[config.mk]
export PLATFORM = sky130hd
export DESIGN_NAME = ps2_rx_fifo
export DESIGN_NICKNAME = d
export VERILOG_FILES = /design/src/rtl/ps2_pkg.sv /design/src/rtl/sync_fifo.sv /design/src/rtl/ps2_rx_fifo.sv
export SDC_FILE = /design/constraint.sdc
export NUM_CORES = 1
export LEC_CHECK = 0
export ABC_AREA = 1
export BUFFER_PORTS_ARGS = -buffer_cell sky130_fd_sc_hd__clkbuf_2
export CAP_MARGIN = 5
export CORE_MARGIN = 4
export CORE_UTILIZATION = 55
export DETAILED_ROUTE_END_ITERATION = 12
export GPL_ROUTABILITY_DRIVEN = 0
export PLACE_DENSITY = 0.82
export SYNTH_ARGS = -nofsm -noshare
export SYNTH_HDL_FRONTEND = slang
export SYNTH_SLANG_ARGS = --single-unit
[constraint.sdc]
create_clock -name fclk -period 2.2 [get_ports fclk]
set_input_delay 0.33 -clock fclk [delete_from_list [all_inputs] [get_ports fclk]]
set_output_delay 0.33 -clock fclk [all_outputs]
set_load 0.005 [all_outputs]
[src/rtl/ps2_pkg.sv]
// Shared PS/2 receiver definitions: FSM states, scancode width, prefix bytes.
// Latency: n/a (types and constants only).
// Backpressure: n/a.
package ps2_pkg;

  typedef enum logic [1:0] {
    IDLE   = 2'd0,
    DATA   = 2'd1,
    PARITY = 2'd2,
    STOP   = 2'd3
  } ps2_state_t;

  localparam int SC_W = 8;

  // Prefix bytes that downstream scancode decoders look for.
  localparam logic [SC_W-1:0] SC_EXT = 8'hE0;
  localparam logic [SC_W-1:0] SC_BRK = 8'hF0;

  // True when the data byte plus its parity bit hold an odd number of ones.
  function automatic logic odd_parity_ok(input logic [SC_W-1:0] b, input logic p);
    return ^{b, p};
  endfunction

endpackage

[src/rtl/sync_fifo.sv]
// Show-ahead synchronous FIFO: head entry is visible on rd_dat while not empty.
// Latency: a push is visible on rd_dat the edge after it is accepted; pop advances the head on its edge.
// Backpressure: push while full is dropped unless a pop is accepted the same cycle; pop while empty is ignored.
// Ports: fclk/rst clock and async active-high reset; push/wr_dat write side;
//        pop/rd_dat read side; full, empty, count (0..DEPTH) status.
module sync_fifo #(
  parameter int DEPTH = 8,
  parameter int AW    = 3,
  parameter int WIDTH = 8
) (
  input  logic             fclk,
  input  logic             rst,
  input  logic             push,
  input  logic [WIDTH-1:0] wr_dat,
  input  logic             pop,
  output logic [WIDTH-1:0] rd_dat,
  output logic             full,
  output logic             empty,
  output logic [AW:0]      count
);

  logic [WIDTH-1:0] mem [DEPTH];
  logic [AW:0]      wr_ptr;
  logic [AW:0]      rd_ptr;
  logic             do_pop;
  logic             do_push;

  // Extra pointer bit distinguishes full from empty; subtraction wraps naturally.
  assign count = wr_ptr - rd_ptr;
  assign empty = (count == '0);
  assign full  = (count == (AW+1)'(DEPTH));

  assign do_pop  = pop & ~empty;
  // A pop on the same edge frees the slot, so a full FIFO can still accept.
  assign do_push = push & (~full | do_pop);

  // Outputs read 0 while empty so stale entries never leak out after reset.
  assign rd_dat = empty ? '0 : mem[rd_ptr[AW-1:0]];

  always_ff @(posedge fclk or posedge rst) begin
    if (rst) begin
      wr_ptr <= '0;
      rd_ptr <= '0;
    end else begin
      if (do_push) wr_ptr <= wr_ptr + (AW+1)'(1);
      if (do_pop)  rd_ptr <= rd_ptr + (AW+1)'(1);
    end
  end

  always_ff @(posedge fclk) begin
    if (do_push) mem[wr_ptr[AW-1:0]] <= wr_dat;
  end

endmodule

[src/rtl/ps2_rx_fifo.sv]
// PS/2 device-to-host receiver with clock glitch filter, frame watchdog, error flags and scancode FIFO.
// Latency: byte lands in the FIFO 2 sync + FILTER filter + 1 strobe + 1 push cycles after the stop-bit clock fall.
// Backpressure: none toward the device; a good byte arriving to a full FIFO (no pop that cycle) is dropped and flagged.
// Ports: fclk/rst clock and async active-high reset; ps2_clk/ps2_data raw pins;
//        rd pops one entry; data_ready/scancode/count show FIFO head and occupancy;
//        parity_err/frame_err/overflow sticky flags, cleared by clr_err.
module ps2_rx_fifo
  import ps2_pkg::*;
#(
  parameter int DEPTH   = 8,
  parameter int AW      = 3,
  parameter int FILTER  = 4,
  parameter int TIMEOUT = 5000
) (
  input  logic            fclk,
  input  logic            rst,
  input  logic            ps2_clk,
  input  logic            ps2_data,
  input  logic            rd,
  input  logic            clr_err,
  output logic            data_ready,
  output logic [SC_W-1:0] scancode,
  output logic [AW:0]     count,
  output logic            parity_err,
  output logic            frame_err,
  output logic            overflow
);

  localparam int FW = $clog2(FILTER + 1);
  localparam int TW = $clog2(TIMEOUT + 1);

  logic [1:0]      clk_s;
  logic [1:0]      dat_s;
  logic            filt_clk;
  logic            filt_prev;
  logic [FW-1:0]   filt_cnt;
  logic            strobe;
  logic            data_bit;

  ps2_state_t      state_q, state_d;
  logic [2:0]      bitcnt_q, bitcnt_d;
  logic [SC_W-1:0] shift_q, shift_d;
  logic            perr_q, perr_d;
  logic            push_q, push_d;
  logic [TW-1:0]   to_cnt;
  logic            timeout;
  logic            set_perr;
  logic            set_ferr;

  logic            fifo_full;
  logic            fifo_empty;
  logic            pop_ok;

  // Two-flop synchronisers; idle-high reset value so no false edge after reset.
  // The filtered clock only follows the synchronised clock after FILTER
  // consecutive samples disagree with it; any agreeing sample restarts the run.
  always_ff @(posedge fclk or posedge rst) begin
    if (rst) begin
      clk_s     <= 2'b11;
      dat_s     <= 2'b11;
      filt_clk  <= 1'b1;
      filt_prev <= 1'b1;
      filt_cnt  <= '0;
    end else begin
      clk_s     <= {clk_s[0], ps2_clk};
      dat_s     <= {dat_s[0], ps2_data};
      filt_prev <= filt_clk;
      if (clk_s[1] == filt_clk) begin
        filt_cnt <= '0;
      end else if (filt_cnt == FW'(FILTER - 1)) begin
        filt_clk <= clk_s[1];
        filt_cnt <= '0;
      end else begin
        filt_cnt <= filt_cnt + FW'(1);
      end
    end
  end

  assign strobe   = filt_prev & ~filt_clk;
  assign data_bit = dat_s[1];

  // A strobe on the expiry cycle keeps the frame alive.
  assign timeout = (state_q != IDLE) && (to_cnt == TW'(TIMEOUT - 1));

  always_comb begin
    state_d  = state_q;
    bitcnt_d = bitcnt_q;
    shift_d  = shift_q;
    perr_d   = perr_q;
    push_d   = 1'b0;
    set_perr = 1'b0;
    set_ferr = 1'b0;
    if (strobe) begin
      case (state_q)
        IDLE: begin
          if (!data_bit) begin
            state_d  = DATA;
            bitcnt_d = '0;
          end
        end
        DATA: begin
          shift_d[bitcnt_q] = data_bit;
          bitcnt_d          = bitcnt_q + 3'd1;
          if (bitcnt_q == 3'd7) state_d = PARITY;
        end
        PARITY: begin
          perr_d  = ~odd_parity_ok(shift_q, data_bit);
          state_d = STOP;
        end
        STOP: begin
          state_d  = IDLE;
          push_d   = data_bit & ~perr_q;
          set_ferr = ~data_bit;
          set_perr = perr_q;
        end
        default: state_d = IDLE;
      endcase
    end else if (timeout) begin
      state_d  = IDLE;
      set_ferr = 1'b1;
    end
  end

  always_ff @(posedge fclk or posedge rst) begin
    if (rst) begin
      state_q  <= IDLE;
      bitcnt_q <= '0;
      shift_q  <= '0;
      perr_q   <= 1'b0;
      push_q   <= 1'b0;
      to_cnt   <= '0;
    end else begin
      state_q  <= state_d;
      bitcnt_q <= bitcnt_d;
      shift_q  <= shift_d;
      perr_q   <= perr_d;
      push_q   <= push_d;
      if (strobe || timeout || state_q == IDLE) to_cnt <= '0;
      else                                     to_cnt <= to_cnt + TW'(1);
    end
  end

  assign pop_ok = rd & ~fifo_empty;

  // shift_q holds the finished byte until the next frame's first data bit,
  // long after the registered push has consumed it.
  sync_fifo #(
    .DEPTH (DEPTH),
    .AW    (AW),
    .WIDTH (SC_W)
  ) u_fifo (
    .fclk   (fclk),
    .rst    (rst),
    .push   (push_q),
    .wr_dat (shift_q),
    .pop    (rd),
    .rd_dat (scancode),
    .full   (fifo_full),
    .empty  (fifo_empty),
    .count  (count)
  );

  assign data_ready = ~fifo_empty;

  // Set beats clear so an event coinciding with clr_err is never lost.
  always_ff @(posedge fclk or posedge rst) begin
    if (rst) begin
      parity_err <= 1'b0;
      frame_err  <= 1'b0;
      overflow   <= 1'b0;
    end else begin
      if (set_perr)     parity_err <= 1'b1;
      else if (clr_err) parity_err <= 1'b0;
      if (set_ferr)     frame_err <= 1'b1;
      else if (clr_err) frame_err <= 1'b0;
      if (push_q && fifo_full && !pop_ok) overflow <= 1'b1;
      else if (clr_err)                   overflow <= 1'b0;
    end
  end

endmodule
==> flow_metrics.env <==
export IMPL_final_layout_size_suffix_gt1_share_pct=20.1
export IMPL_nets=591
export IMPL_final_cell_mix="nand2_1 (144), nand3_1 (64), edfxtp_1 (64)"
export IMPL_holdBufCountCts=0
export IMPL_grt_max_degree=49
export IMPL_path_buf_inv=4
export IMPL_fmax_mhz=385
export IMPL_synthArstFlopShare_pct=42.9
export IMPL_yosysTopAreaCell="edfxtp_1"
export IMPL_fillCellCount=670
export IMPL_numCtsBuffers=9
export IMPL_hold_viol=0
export IMPL_syn_cell_area_sq_um=5220
export IMPL_grt_pass1_wl_um=18600
export IMPL_synth_top_area_share_pct=36.8
export IMPL_power_leakage_nw=2.56
export IMPL_die_h_um=105
export IMPL_die_w_um=105
export IMPL_crit_family="adder cells"
export IMPL_final_area_sq_um=6060
export IMPL_num_vias=3830
export IMPL_hp_class="input pin to register"
export IMPL_min_period_over_period_pct=118
export IMPL_slew_violations=0
export IMPL_crit_path_start_kind="register"
export IMPL_area_growth_pct=16.1
export IMPL_multi_input_area_sq_um=1980
export IMPL_grt_antenna_before_repair=0
export IMPL_syn_nets=540
export IMPL_synth_cells=520
export IMPL_cts_clk_slew_worst_paths_ns=0.10
export IMPL_wl_per_cell_um=16.3
export IMPL_cts_tree="done"
export IMPL_ys_seq_area_share_pct=59.9
export IMPL_cts_sinks=112
export IMPL_min_period_ns=2.60
export IMPL_grtUsageTotal_pct=21.3
export IMPL_setup_violations=77
export IMPL_outcome="finished with violations"
export IMPL_total_power_w=0.00629
export IMPL_drv_cap=0
export IMPL_grt_pass1_vias=3884
export IMPL_dp_hpwl_um=7540
export IMPL_fp_coreArea_sq_um=9240
export IMPL_critPathKind="register to output pin"
export IMPL_skew_ns=0.00850
export IMPL_synth_cell_types=33
export IMPL_ff_latch_area_sq_um=3130
export IMPL_synth_edff_count=64
export IMPL_drt_first_pass_iters=5
export IMPL_worstMarginPinSlew_ns=0.602
export IMPL_violations="negative setup slack"
export IMPL_wl_um=11500
export IMPL_synth_seq_cells=112
export IMPL_fin_ws_ns=-0.396
export IMPL_path_cells="inv_4, ha_4, inv_2, fa_2, nor2_2, nand3_2, nand3b_4, clkinv_8, nor3_2, buf_2"
export IMPL_cp_data_required_time_ns=1.87
export IMPL_cp_max_fo=8
export IMPL_rows=35
export IMPL_power_density_nw_per_um2=1040
export IMPL_endpoint_kind="output pin"
export IMPL_htree_levels=3
export IMPL_yosys_top_cells_area="edfxtp_1 (37%), dfrtp_1 (20%), nand2_1 (10%)"
export IMPL_drt_iter0_drc=197
export IMPL_clkLatencyLatePin_ns=0.37
export IMPL_syn_avg_cell_area_sq_um=10.0
export IMPL_ys_flop_type="edfxtp_1"
export IMPL_irDropWorstVdd_mv=0.692
export IMPL_io_pins=22
export IMPL_worst_slew_margin_rel_pct=59.8
export IMPL_clock_path_buffers=2
export IMPL_max_stage_delay_ns=0.55
export IMPL_rsz0062_at_grt="yes"
export IMPL_layout_commonest_cell="nand2_1"
export IMPL_viasPerCell=5.43
export IMPL_slowest_stage="fa_2"
export IMPL_dpl_cell_area_sq_um=5650
export IMPL_n_antenna_cell=0
export IMPL_drc=0
export IMPL_yosys_warnings=0
export IMPL_start_util_pct=56.5
export IMPL_cts_root_buf="clkbuf_8"
export IMPL_ant_nets=0
export IMPL_portBuffers=21
export IMPL_crit_arrival_ns=2.27
export IMPL_gr_total_overflow=0
export IMPL_dieArea_sq_um=11100
## synth_stat cells, types with 8 or more instances
library cell / instances
nor3_1: 8
dfrtp_1: 42
ha_1: 13
o21ai_0: 16
a21oi_1: 22
nand3_1: 65
nor2_1: 30
edfxtp_1: 64
nand4_1: 8
nor3_2: 11
buf_2: 12
nand2_1: 145
inv_1: 41
## power by group
part	switching, W	internal, W
registers	0.000192	0.00240
logic	0.00155	0.00102
clock network	0.000708	0.000431
total	0.00244	0.00385
## sequential cells by signal, summed over array words and instances (netlist names)
name	flops
to_cnt	13
filt_prev	1
shift_q	8
filt_cnt	3
u_fifo.mem	64
dat_s	2
filt_clk	1
clk_s	2
overflow	1
state_q	2
push_q	1
u_fifo.rd_ptr	4
parity_err	1
frame_err	1
u_fifo.wr_ptr	4
bitcnt_q	3
perr_q	1
## through the flow
step	hold slack, ns	util, %	instances	setup slack, ns	setup TNS [ns]
after CTS	0.00583	64.6	701	-0.305	-8.32
after global routing	0.00200	65.6	705	-0.489	-24.86
after global placement	0.346	61.2	675	-0.00736	-0.108
after floorplan	0.334	-	520	-0.0735	-2.31
final	0.0202	65.6	705	-0.396	-19.07
after detailed placement	0.348	61.2	675	-0.0954	-4.14
## what timing repair did
action                     4_1_cts  5_1_grt
gates resized for setup          9       21
pin swaps                        7        9
buffers inserted                10        6
setup endpoints to repair       74       79
## layout make-up
| type | count | area share (%) |
|---|---|---|
| clock buffers | 10 | 2.10 |
| clock inverters | 6 | 0.867 |
| repair buffers | 53 | 7.06 |
| multi-input cells | 350 | 32.6 |
| inverters | 45 | 3.07 |
| flip-flops and latches | 112 | 51.6 |
| well taps | 129 | 2.66 |
## cell families after synthesis
logic type | after synthesis | synth area share (%)
buffers and inverters | 58 | 4.58
XOR/XNOR | 13 | 2.18
AO/OA/AOI/OAI | 42 | 4.29
adder cells (fa/ha/maj) | 14 | 3.50
flip-flops | 112 | 59.9
AND/OR/NAND/NOR | 281 | 25.5
## final timing paths
kind | start | endpoint | slack, ns | depth (start not counted)
max | u_fifo.wr_ptr[0]$_DFFE_PP0P_ | scancode[7] | -0.40 | 10
min | ps2_clk | clk_s[0]$_DFF_PP1_ | 0.02 | 1
max reg2reg | u_fifo.wr_ptr[0]$_DFFE_PP0P_ | u_fifo.mem[1][6]$_DFFE_PP_ | -0.30 | 13
min reg2reg | clk_s[0]$_DFF_PP1_ | clk_s[1]$_DFF_PP1_ | 0.36 | 0
max in group asynchronous | rst | to_cnt[5]$_DFF_PP0_ | 1.71 | 3
min in group asynchronous | rst | push_q$_DFF_PP0_ | 0.08 | 3
## per-layer routing
metal  wire length [um]  global-route usage (%)  vias up  part of all wire (%)
met1               4500                    25.8     1828                    39
li1                   -                       -     1857                     -
met3                647                    4.65       26                   5.6
met2               6010                    37.1      119                    52
met5                  0                       0        -                     0
met4                335                    8.34        0                   2.9
No activity file was read; power rests on OpenSTA's default activity.
